--- src/rtl/tpu_sequencer.sv ---
// Command sequencer for the TPU core: handshaked RESET/FILL/DRAIN/MULTIPLY/RUN_ALL phases
// with per-phase timeout and sticky status. Optional TPU_SEQ_PERF_EN adds a busy-cycle counter.
module tpu_sequencer #(
  parameter int unsigned ADDR_WIDTH     = 8,
  parameter int unsigned RESET_CYCLES   = 4,
  parameter int unsigned TIMEOUT_CYCLES = 1024,
  parameter int unsigned CNT_WIDTH      = 16
) (
  input  logic                  clk,
  input  logic                  reset,
  input  logic                  cmd_valid,
  output logic                  cmd_ready,
  input  logic [3:0]            cmd_op,
  input  logic [ADDR_WIDTH-1:0] cmd_in_base,
  input  logic [ADDR_WIDTH-1:0] cmd_out_base,
  input  logic [ADDR_WIDTH-1:0] cmd_wt_base,
  output logic                  tpu_reset,
  output logic                  tpu_fill_fifo,
  output logic                  tpu_drain_fifo,
  output logic                  tpu_active,
  output logic [ADDR_WIDTH-1:0] input_rd_addr_base,
  output logic [ADDR_WIDTH-1:0] output_wr_addr_base,
  output logic [ADDR_WIDTH-1:0] weight_rd_addr_base,
  input  logic                  mem_to_fifo_done,
  input  logic                  fifo_to_arr_done,
  input  logic                  output_done,
  input  logic                  done_clear,
  output logic                  status_busy,
  output logic                  status_done,
  output logic                  status_error,
  output logic [3:0]            status_op
`ifdef TPU_SEQ_PERF_EN
  ,
  output logic [CNT_WIDTH-1:0]  perf_cycles
`endif
);

  localparam logic [CNT_WIDTH-1:0] RST_LAST = CNT_WIDTH'(RESET_CYCLES - 1);
  localparam logic [CNT_WIDTH-1:0] TO_LAST  = CNT_WIDTH'(TIMEOUT_CYCLES - 1);

  typedef enum logic [2:0] {S_IDLE, S_RST, S_FILL, S_DRAIN, S_MULT} state_t;

  state_t               state;
  logic [5:0]           ctl_q;
  logic [CNT_WIDTH-1:0] cnt;
  logic                 chain;
  logic                 abort;
  logic                 phase_done_c;

  // Registered output image of a state: {busy, ready, reset, fill, drain, active}
  function automatic logic [5:0] decode(input state_t s);
    decode = {s != S_IDLE, s == S_IDLE, s == S_RST, s == S_FILL, s == S_DRAIN, s == S_MULT};
  endfunction

  assign {status_busy, cmd_ready, tpu_reset, tpu_fill_fifo, tpu_drain_fifo, tpu_active} = ctl_q;

  assign phase_done_c = (state == S_FILL  && mem_to_fifo_done) ||
                        (state == S_DRAIN && fifo_to_arr_done) ||
                        (state == S_MULT  && output_done);

  always_ff @(posedge clk) begin
    if (!reset) begin
      state               <= S_IDLE;
      ctl_q               <= decode(S_IDLE);
      cnt                 <= '0;
      chain               <= 1'b0;
      abort               <= 1'b0;
      input_rd_addr_base  <= '0;
      output_wr_addr_base <= '0;
      weight_rd_addr_base <= '0;
      status_done         <= 1'b0;
      status_error        <= 1'b0;
      status_op           <= '0;
    end else begin
      case (state)
        S_IDLE: begin
          if (done_clear) begin
            status_done  <= 1'b0;
            status_error <= 1'b0;
          end
          if (cmd_valid && cmd_ready) begin
            input_rd_addr_base  <= cmd_in_base;
            output_wr_addr_base <= cmd_out_base;
            weight_rd_addr_base <= cmd_wt_base;
            status_op           <= cmd_op;
            status_done         <= 1'b0;
            status_error        <= 1'b0;
            cnt                 <= '0;
            abort               <= 1'b0;
            chain               <= (cmd_op == 4'h4);
            case (cmd_op)
              4'hF: begin state <= S_RST;   ctl_q <= decode(S_RST);   end
              4'h1: begin state <= S_FILL;  ctl_q <= decode(S_FILL);  end
              4'h2: begin state <= S_DRAIN; ctl_q <= decode(S_DRAIN); end
              4'h3: begin state <= S_MULT;  ctl_q <= decode(S_MULT);  end
              4'h4: begin state <= S_FILL;  ctl_q <= decode(S_FILL);  end
              default: status_error <= 1'b1;
            endcase
          end
        end
        S_RST: begin
          if (cnt == RST_LAST) begin
            state <= S_IDLE;
            ctl_q <= decode(S_IDLE);
            cnt   <= '0;
            abort <= 1'b0;
            if (!abort) status_done <= 1'b1;
          end else begin
            cnt <= cnt + CNT_WIDTH'(1);
          end
        end
        S_FILL, S_DRAIN, S_MULT: begin
          // Done is ignored on the entry cycle (cnt==0) so a stale flag cannot complete a phase
          if (cnt != '0 && phase_done_c) begin
            cnt <= '0;
            if (state == S_FILL && chain) begin
              state <= S_DRAIN;
              ctl_q <= decode(S_DRAIN);
            end else if (state == S_DRAIN && chain) begin
              state <= S_MULT;
              ctl_q <= decode(S_MULT);
            end else begin
              state       <= S_IDLE;
              ctl_q       <= decode(S_IDLE);
              chain       <= 1'b0;
              status_done <= 1'b1;
            end
          end else if (cnt == TO_LAST) begin
            state        <= S_RST;
            ctl_q        <= decode(S_RST);
            cnt          <= '0;
            chain        <= 1'b0;
            abort        <= 1'b1;
            status_error <= 1'b1;
          end else begin
            cnt <= cnt + CNT_WIDTH'(1);
          end
        end
        default: begin
          state <= S_IDLE;
          ctl_q <= decode(S_IDLE);
        end
      endcase
    end
  end

`ifdef TPU_SEQ_PERF_EN
  // Busy-cycle counter: cleared on acceptance, saturates, holds in IDLE
  always_ff @(posedge clk) begin
    if (!reset) begin
      perf_cycles <= '0;
    end else if (state == S_IDLE) begin
      if (cmd_valid && cmd_ready) perf_cycles <= '0;
    end else if (perf_cycles != '1) begin
      perf_cycles <= perf_cycles + CNT_WIDTH'(1);
    end
  end
`endif

endmodule

--- config.mk ---
export PLATFORM = sky130hd
export DESIGN_NAME = tpu_sequencer
export DESIGN_NICKNAME = d
export VERILOG_FILES = /design/src/rtl/tpu_sequencer.sv
export SDC_FILE = /design/constraint.sdc
export NUM_CORES = 1
export LEC_CHECK = 0
export CAP_MARGIN = 10
export CORE_MARGIN = 8
export CORE_UTILIZATION = 40
export DETAILED_ROUTE_END_ITERATION = 10
export GPL_TIMING_DRIVEN = 0
export HOLD_SLACK_MARGIN = 0.05
export PLACE_DENSITY = 0.79
export SLEW_MARGIN = 20
export SYNTH_ARGS = -nofsm -noshare
export SYNTH_HDL_FRONTEND = slang
export SYNTH_SLANG_ARGS = --single-unit
--- constraint.sdc ---
create_clock -name clk -period 4.35 [get_ports clk]
set_input_delay 0.87 -clock clk [delete_from_list [all_inputs] [get_ports clk]]
set_output_delay 0.87 -clock clk [all_outputs]
set_load 0.05 [all_outputs]
==> impl_metrics.json, run 1 <==
{
  "final_cell_count_no_fill": 473,
  "dp_cells": 465,
  "cts_resized": 0,
  "nNetsFinal": 432,
  "crit_arrival_ns": 3.05,
  "cts_buffer_depth": 2,
  "yosysUniqueCellTypes": 56,
  "synth_area_sq_mm": 0.00261,
  "synthCells": 320,
  "cts_tree": "done",
  "viasPerCell": 5.22,
  "required_ns": 4.57,
  "clock_power_share_pct": 25.3,
  "crit_path_start": "cmd_valid",
  "synth_top_family_by_area": "simple AND/OR/NAND/NOR gates",
  "synthSimpleGateAreaFrac_pct": 27.2,
  "pwr_density_cell_mw_per_mm2": 385,
  "utilization_pct": 55.1,
  "antenna_cells": 0,
  "slew_violations": 0,
  "syn-num-nets": 357,
  "status": "completed",
  "seqPwrFrac_pct": 42.9,
  "worstMarginPinSlew_ns": 0.778,
  "p_sw_share_pct": 34.6,
  "syn_avg_cell_area_sq_um": 8.17,
  "syn_to_final_growth_pct": 33.8,
  "synthMuxAreaShare_pct": 1.20,
  "holdWs_ns": 0.460,
  "cts_buffers": 5,
  "grt-ovfl-total": 0,
  "setup_viol": 0,
  "grt_max_degree": 17,
  "synth_flop_cell": "dfxtp_1",
  "ys_ff_latch": 56,
  "comb_power_share_pct": 31.7,
  "htreeDepth": 2,
  "routed_wl_mm": 6.91,
  "core_sq_mm": 0.00635,
  "grt_pass1_wl_mm": 11.6,
  "pin_count": 71,
  "final.fill_count": 579,
  "holdBufCountCts": 0,
  "cp_num_buf_inv": 1,
  "rows": 29,
  "num_vias": 2470,
  "drtAntennaViolNets": 0,
  "io_buffers": 68,
  "dieArea_sq_mm": 0.00938,
  "period_share_pct": 65.2,
  "max_freq_mhz": 353,
  "switching_power_mw": 0.466,
  "hold_viol_final": 0,
  "synthArstFlopShare_pct": 0,
  "antenna_found_initial": 0,
  "dr.pass1.iters": 4,
  "path_cells": "clkdlybuf4s50_1 -> a21oi_1 -> a2111oi_0 -> and2_1 -> and4_1 -> xnor2_1 -> nor2_1",
  "synth_compound_area_share_pct": 18.2,
  "root_buffer": "clkbuf_8",
  "power.leakage_nw": 1.29,
  "min_from": "input_rd_addr_base[2]$_SDFFE_PN0P_",
  "start_kind": "primary input",
  "peakVddDrop_v": 0.000193,
  "max_stage_delay_ns": 0.77,
  "synth_fa_ha_area_share_pct": 0.957,
  "drt_iter0_markers": 106,
  "power.internal_mw": 0.882,
  "yosysWarnings": 0,
  "post-route-min-period_ns": 2.84,
  "die_width_microns": 96.8,
  "cts_setup_buffers": 0,
  "skew_ns": 0.00853,
  "grtUsageTotal_pct": 14.6,
  "synth_xor_area_share_pct": 5.03,
  "clkLatencyLatePin_ns": 0.31,
  "r2r_start": "ctl_q[4]$_SDFFE_PN1P_",
  "hold_path.class": "reg -> reg",
  "rsz0062_at_grt": "false",
  "routabilityCongestion": 0.881,
  "hpwl_mm": 5.35,
  "slew_headroom_pct": 46.8,
  "crit_slowest_cell": "a2111oi_0",
  "worstPathMaxFanout": 5,
  "cap_violations": 0,
  "synth_enable_flop_cells": 0,
  "die_y_microns": 96.8,
  "drive_gt1_share_pct": 10.6,
  "seq_area_frac_synth_pct": 42.9,
  "critPathTopFamily": "compound AO/OA/AOI/OAI gates",
  "crit_type": "in -> reg",
  "first_global_vias": 2426,
  "finalSetupTns_ns": 0,
  "wl_per_cell_microns": 14.6,
  "clkSlewWorstSetupHoldPaths_ns": 0.10,
  "cts_sinks": 56,
  "initial_core_util_pct": 41.2,
  "drc": 0,
  "cp-end-kind": "register"
}
registers in the layout, indices dropped and copies added, names as in the netlist:
signal / cells
status_op: 4
chain: 1
abort: 1
weight_rd_addr_base: 8
cnt: 16
output_wr_addr_base: 8
status_done: 1
state: 2
ctl_q: 6
status_error: 1
input_rd_addr_base: 8
cells in the mapped netlist, types with 3 or more instances:
cell type  count  area [sq um]
buf_2          4          20.0
nand2b_1       3          18.8
or4_4          3          33.8
nor3_1         3          15.0
o21ai_2        3          26.3
a31oi_1        3          18.8
nand3_1       11          55.1
inv_1          6          22.5
or3_1          3          18.8
nand2_1       74           278
xnor2_1        5          43.8
o21bai_1       4          30.0
clkbuf_1       9          33.8
nand4_1        4          25.0
or2_2          3          18.8
dfxtp_1       56          1120
xor2_1        10          87.6
nor2_1        23          86.3
a21oi_1       39           195
o21ai_0        6          30.0
worst register-to-register path, delay by kind of cell (launching register included):
kind             cells  cell delay (ns)
XOR/XNOR             1             0.12
flip-flops           1             0.42
AO/OA/AOI/OAI        2             0.95
AND/OR/NAND/NOR      3             0.62
worst paths after layout:
kind	cells after the start	slack, ns	end
worst max-delay path	7	1.51	cnt[9]$_SDFFE_PN0P_
worst min-delay path	2	0.46	input_rd_addr_base[2]$_SDFFE_PN0P_
worst max register to register	6	2.14	cnt[9]$_SDFFE_PN0P_
worst min register to register	2	0.46	input_rd_addr_base[2]$_SDFFE_PN0P_
cell type report:
class / instances / area (sq um) / area share [%]
multi-input combinational: 240 / 1380 / 39.3
sequential: 56 / 1120 / 32.0
timing repair buffer: 68 / 681 / 19.5
tap: 77 / 96.3 / 2.75
buffer: 17 / 91.3 / 2.61
clock buffer: 6 / 72.6 / 2.07
clock inverter: 2 / 35.0 / 1.00
inverter: 7 / 26.3 / 0.751
metrics by stage:
stage / cell area (sq um) / setup WS [ns] / total power [mW]
3_5_place_dp: 3390 / 1.24 / 1.02
6_report: 3500 / 1.51 / 1.35
2_1_floorplan: 2610 / 2.03 / 0.874
4_1_cts: 3500 / 1.56 / 1.36
3_3_place_gp: 3390 / 1.25 / 1.01
5_1_grt: 3500 / 1.40 / 1.41
power groups by stage:
stage	registers, mW	clock network, mW	logic [mW]
2_1_floorplan	0.710	0	0.164
3_3_place_gp	0.588	0	0.424
3_5_place_dp	0.591	0	0.429
4_1_cts	0.579	0.347	0.431
5_1_grt	0.585	0.363	0.460
6_report	0.578	0.341	0.428
per-layer routing:
layer,vias to the layer above,part of all wire (%),GRT usage (%)
met2,60,50,25.1
met1,1151,44,17.1
met4,0,1.8,4.62
li1,1249,-,-
met5,-,0,0
met3,10,5.0,3.91
logic make-up after synthesis:
logic type                 after synthesis
xor gates and xnor gates                15
muxes                                    3
DFF                                     56
and+or+nand+nor                        146
adders and majority gates                2
AOI/OAI and AO/OA                       74
buffers and inverters                   24
layout by cell type (no fill, tap or decap), drive strengths merged, types with 3 or more instances in the layout:
master / netlist / final
a31oi: 3 / 3
dfxtp: 56 / 56
nor2: 25 / 25
or4: 3 / 3
nand2: 76 / 76
o21ai: 9 / 9
clkdlybuf4s50: 0 / 68
nand4: 4 / 4
or2: 3 / 3
xnor2: 5 / 5
nand3: 11 / 11
inv: 6 / 6
xor2: 10 / 10
a21oi: 41 / 41
and4: 3 / 3
o21bai: 4 / 4
nor3: 4 / 4
buf: 8 / 8
clkbuf: 9 / 15
and2: 3 / 3
or3: 3 / 3
nand2b: 3 / 3
Note: power is estimated with default switching activity, not from simulation.
==> inputs of run 2 (changes only) <==
--- a/config.mk
+++ b/config.mk
@@ -11,7 +11,7 @@
 export DETAILED_ROUTE_END_ITERATION = 10
 export GPL_TIMING_DRIVEN = 0
 export HOLD_SLACK_MARGIN = 0.05
-export PLACE_DENSITY = 0.79
+export PLACE_DENSITY = 0.82
 export SLEW_MARGIN = 20
 export SYNTH_ARGS = -nofsm -noshare
 export SYNTH_HDL_FRONTEND = slang
==> constraint.sdc (replaced) <==
create_clock -name clk -period 2.4 [get_ports clk]
set_input_delay 0.48 -clock clk [delete_from_list [all_inputs] [get_ports clk]]
set_output_delay 0.48 -clock clk [all_outputs]
set_load 0.05 [all_outputs]
==> run 2 against run 1 <==
  * Flip-flop and latch count is the same
  * Combinational power grew 82%
  * Hold slack is essentially flat
  * Clock-buffer cell count shrank 1
  * Global-route usage shrank 0.48 points
  * Sequential share of layout area is essentially flat
  * Clock power grew 62%
  * Non-clock buffer count is the same
  * Cell count is the same
==> impl_metrics.json, run 2 (synthesis results as in run 1) <==
{
  "r2r_cells": 8,
  "grtUsageTotal_pct": 14.1,
  "final_cell_count_no_fill": 473,
  "htreeDepth": 2,
  "pin_count": 71,
  "crit_type": "in -> reg",
  "worstMarginPinSlew_ns": 0.531,
  "cts_buffers": 5,
  "cp-end-kind": "register",
  "viasPerCell": 5.23,
  "required_ns": 2.61,
  "initial_core_util_pct": 41.2,
  "crit_arrival_ns": 2.52,
  "post-route-min-period_ns": 2.31,
  "clkSlewWorstSetupHoldPaths_ns": 0.11,
  "cts_sinks": 56,
  "core_sq_mm": 0.00635,
  "max_freq_mhz": 433,
  "hpwl_mm": 5.28,
  "routabilityCongestion": 0.943,
  "cts_buffer_depth": 2,
  "final_cell_mix": "nand2_1 (74), clkdlybuf4s50_1 (66), dfxtp_1 (56), a21oi_1 (37), nor2_1 (23)",
  "drt_iter0_markers": 139,
  "power_mw": 2.38,
  "die_y_microns": 96.8,
  "power.leakage_nw": 1.30,
  "setup_viol": 0,
  "hold_viol_final": 0,
  "path_cells": "clkdlybuf4s50_1 -> a21oi_1 -> a2111oi_1 -> and2_1 -> and4_1 -> xnor2_1 -> nor2_1",
  "period_share_pct": 96.1,
  "dp_cells": 465,
  "largest_register": "cnt",
  "grt_pass1_wl_mm": 11.3,
  "slew_headroom_pct": 64.5,
  "io_buffers": 68,
  "clkLatencyLatePin_ns": 0.31,
  "skew_ns": 0.0110,
  "worstSetupEndpoint": "cnt[9]$_SDFFE_PN0P_",
  "antenna_cells": 0,
  "r2r_setup_slack_ns": 0.23,
  "worst_slack_ns": 0.0929,
  "drtAntennaViolNets": 0,
  "grt_max_degree": 20,
  "crit_slowest_cell": "a2111oi_1",
  "drive_gt1_share_pct": 11.4,
  "nNetsFinal": 432,
  "worstPathMaxFanout": 5,
  "first_global_vias": 2365,
  "drc": 0,
  "start_kind": "primary input",
  "critPathTopFamily": "compound AO/OA/AOI/OAI gates",
  "root_buffer": "clkbuf_8",
  "holdBufCountCts": 0,
  "largest_reg_flops": 16,
  "rsz0062_at_grt": "false",
  "dp_slack_ns": -0.364,
  "hold_path.class": "reg -> reg",
  "dieArea_sq_mm": 0.00938,
  "finalSetupTns_ns": 0,
  "layout_commonest_cell": "nand2_1",
  "max_stage_delay_ns": 0.59,
  "peakVddDrop_v": 0.000339,
  "pwr_density_cell_mw_per_mm2": 680,
  "cp_num_buf_inv": 1,
  "path_depth": 7,
  "syn_to_final_growth_pct": 33.7,
  "status": "completed",
  "slew_violations": 0,
  "num_vias": 2472,
  "routed_wl_mm": 6.89,
  "r2r_start": "cnt[0]$_SDFFE_PN0P_",
  "antenna_found_initial": 0,
  "grt-ovfl-total": 0,
  "rows": 29,
  "die_width_microns": 96.8,
  "dr.pass1.iters": 4,
  "crit_path_start": "cmd_valid",
  "cts_tree": "done",
  "r2r-end": "chain$_SDFFE_PN0P_",
  "cts_setup_buffers": 0,
  "cap_violations": 0,
  "wl_per_cell_microns": 14.6
}
[run 2: cell count changes in the layout (fill, tap and decap cells not counted), sizes merged]
cell | previous run | this run
bufinv | 1 | 0
dlymetal6s2s | 0 | 1
dlygate4sd2 | 0 | 1
inv | 6 | 8
clkbuf | 15 | 14
clkdlybuf4s50 | 68 | 66
[run 2: report_power, final]
| group | internal (mW) | total, mW | switching, mW | leakage, nW |
|---|---|---|---|---|
| clock network | 0.216 | 0.551 | 0.335 | 0.0491 |
| logic | 0.285 | 0.779 | 0.493 | 0.790 |
| registers | 1.00 | 1.05 | 0.0454 | 0.457 |
| total | 1.50 | 2.38 | 0.874 | 1.30 |
[run 2: cell type report]
cell class / instances / area [sq um]
Fill cell: 576 / 2850
Timing Repair Buffer: 68 / 682
Inverter: 7 / 26.3
Clock inverter: 3 / 26.3
Tap cell: 77 / 96.3
Multi-Input combinational cell: 240 / 1380
Clock buffer: 5 / 68.8
Buffer: 17 / 91.3
Sequential cell: 56 / 1120
[run 2: metal layers]
metal	share of wire, %	vias to the layer above	wire [microns]	global-route usage (%)
li1	-	1246	-	-
met1	45	1148	3090	17.7
met2	48	72	3330	23.5
met3	5.9	6	408	3.84
met4	0.77	0	53	2.84
met5	0	-	0	0
[run 2: worst min-delay path by stage]
stage,startpoint,to,cells past startpoint
floorplan,chain$_SDFFE_PN0P_,chain$_SDFFE_PN0P_,2
global placement,input_rd_addr_base[6]$_SDFFE_PN0P_,input_rd_addr_base[6]$_SDFFE_PN0P_,2
detailed placement,weight_rd_addr_base[3]$_SDFFE_PN0P_,weight_rd_addr_base[3]$_SDFFE_PN0P_,2
CTS,input_rd_addr_base[5]$_SDFFE_PN0P_,input_rd_addr_base[5]$_SDFFE_PN0P_,2
global route,status_op[3]$_SDFFE_PN0P_,status_op[3]$_SDFFE_PN0P_,2
finish,input_rd_addr_base[5]$_SDFFE_PN0P_,input_rd_addr_base[5]$_SDFFE_PN0P_,2
[run 2: worst min-delay path, stage by stage (launching register included)]
cell and delay [ns]:
dfxtp_1 0.32, nand2_1 0.05, a21oi_1 0.05
[run 2: through the flow]
stage	hold WS, ns	utilization, %	area (sq um)
after floorplan	0.463	-	2610
after global placement	0.441	53.4	3390
after detailed placement	0.447	53.4	3390
after CTS	0.462	54.9	3490
after global routing	0.483	55.1	3500
final	0.459	55.1	3500
[run 2: timing repair]
item                                    CTS  global route
pin swaps                                 0             1
resized for setup                         2             3
endpoints found under the setup margin    2            11
==> inputs of run 3 (changes only) <==
--- a/config.mk
+++ b/config.mk
@@ -12,6 +12,7 @@
 export GPL_TIMING_DRIVEN = 0
 export HOLD_SLACK_MARGIN = 0.05
 export PLACE_DENSITY = 0.82
+export SKIP_CTS_REPAIR_TIMING = 1
 export SLEW_MARGIN = 20
 export SYNTH_ARGS = -nofsm -noshare
 export SYNTH_HDL_FRONTEND = slang
==> run 3 against run 2 <==
  * Clock power is essentially flat
  * Fmax grew 0.12%
  * Cell count is the same
  * Via count grew 0.28%
  * Critical endpoint unchanged
  * Largest cell class unchanged
  * Largest power group unchanged
==> impl_metrics.json, run 3 (synthesis results as in run 1) <==
{
  "status": "completed",
  "cts_tree": "done",
  "max_freq_mhz": 434,
  "viasPerCell": 5.24,
  "hold_viol_final": 0,
  "dp_cells": 465,
  "die_y_microns": 96.8,
  "worstPathMaxFanout": 5,
  "cp-end-kind": "register",
  "crit_arrival_ns": 2.52,
  "dp_slack_ns": -0.364,
  "antenna_cells": 0,
  "grt-ovfl-total": 0,
  "holdWs_ns": 0.459,
  "syn_to_final_growth_pct": 33.9,
  "final_cell_count_no_fill": 473,
  "clkLatencyLatePin_ns": 0.31,
  "io_buffers": 68,
  "drive_gt1_share_pct": 11.4,
  "slew_headroom_pct": 64.6,
  "pwr_density_cell_mw_per_mm2": 680,
  "die_width_microns": 96.8,
  "routabilityCongestion": 0.943,
  "hold_path.class": "reg -> reg",
  "drc": 0,
  "peakVddDrop_v": 0.000339,
  "r2r_cells": 8,
  "worst_slack_ns": 0.0957,
  "slew_violations": 0,
  "cts_sinks": 56,
  "min_from": "input_rd_addr_base[5]$_SDFFE_PN0P_",
  "drt_iter0_markers": 139,
  "core_sq_mm": 0.00635,
  "setup_viol": 0,
  "final_cell_mix": "nand2_1 (74), clkdlybuf4s50_1 (66), dfxtp_1 (56), a21oi_1 (37), nor2_1 (23)",
  "crit_type": "in -> reg",
  "grtUsageTotal_pct": 14.1,
  "first_global_vias": 2365,
  "skew_ns": 0.0111,
  "htreeDepth": 2,
  "grt_pass1_wl_mm": 11.3,
  "period_share_pct": 96.0,
  "root_buffer": "clkbuf_8",
  "hpwl_mm": 5.28,
  "r2r_start": "cnt[0]$_SDFFE_PN0P_",
  "dieArea_sq_mm": 0.00938,
  "routed_wl_mm": 6.88,
  "largest_register": "cnt",
  "dr.pass1.iters": 4,
  "cts_buffer_depth": 2,
  "layout_commonest_cell": "nand2_1",
  "start_kind": "primary input",
  "largest_reg_flops": 16,
  "rows": 29,
  "r2r-end": "chain$_SDFFE_PN0P_",
  "pin_count": 71,
  "initial_core_util_pct": 41.2,
  "worstMarginPinSlew_ns": 0.530,
  "post-route-min-period_ns": 2.30,
  "grt_max_degree": 20,
  "rsz0062_at_grt": "false",
  "num_vias": 2479,
  "r2r_setup_slack_ns": 0.22,
  "nNetsFinal": 432,
  "min_path_cells": 2,
  "antenna_found_initial": 0,
  "cap_violations": 0,
  "cts_buffers": 5,
  "clkSlewWorstSetupHoldPaths_ns": 0.11,
  "power.leakage_nw": 1.30,
  "holdPathEnd": "input_rd_addr_base[5]$_SDFFE_PN0P_",
  "required_ns": 2.61,
  "wl_per_cell_microns": 14.5,
  "drtAntennaViolNets": 0
}
## run 3: worst max-delay path by stage
stage / from / end / slack [ns] / depth (start not counted)
after global placement: cmd_op[2] / state[1]$_SDFFE_PN0P_ / -0.30 / 8
after global routing: cmd_valid / cnt[9]$_SDFFE_PN0P_ / 0.02 / 7
after CTS: cmd_valid / cnt[9]$_SDFFE_PN0P_ / -0.03 / 7
after floorplan: ctl_q[4]$_SDFFE_PN1P_ / cnt[9]$_SDFFE_PN0P_ / 0.21 / 6
after detailed placement: cmd_valid / cnt[9]$_SDFFE_PN0P_ / -0.36 / 7
final: cmd_valid / cnt[9]$_SDFFE_PN0P_ / 0.1 / 7
## run 3: report_power, final
| group | leakage (nW) | internal [mW] | total [mW] | switching [mW] |
|---|---|---|---|---|
| sequential | 0.457 | 1.00 | 1.05 | 0.0455 |
| combinational | 0.798 | 0.286 | 0.779 | 0.493 |
| clock | 0.0491 | 0.216 | 0.551 | 0.336 |
| total | 1.30 | 1.50 | 2.38 | 0.874 |
## run 3: cell type report
class / count / area [sq um]
Inverter: 7 / 26.3
Clock inverter: 3 / 26.3
Fill cell: 576 / 2850
Multi-Input combinational cell: 240 / 1380
Buffer: 17 / 91.3
Sequential cell: 56 / 1120
Tap cell: 77 / 96.3
Clock buffer: 5 / 68.8
Timing Repair Buffer: 68 / 686
## run 3: through the flow
stage	power, mW	setup TNS [ns]	area, sq um	util, %
finish	2.38	0	3500	55.1
CTS	2.39	-0.0489	3490	54.9
floorplan	1.58	0	2610	-
detailed placement	1.85	-4.41	3390	53.4
global route	2.52	0	3500	55.1
global placement	1.84	-3.57	3390	53.4
## run 3: critical path, cell delays in order
cell,delay (ns)
clkdlybuf4s50_1,0.52
a21oi_1,0.17
a2111oi_1,0.59
and2_1,0.34
and4_1,0.24
xnor2_1,0.13
nor2_1,0.05
## run 3: metal layers
metal	share of wire [%]	GRT usage [%]	wire length, microns	up-vias
li1	-	-	-	1247
met1	45	17.7	3100	1150
met2	48	23.5	3340	76
met3	5.6	3.84	388	6
met4	0.77	2.84	53	0
met5	0	0	0	-
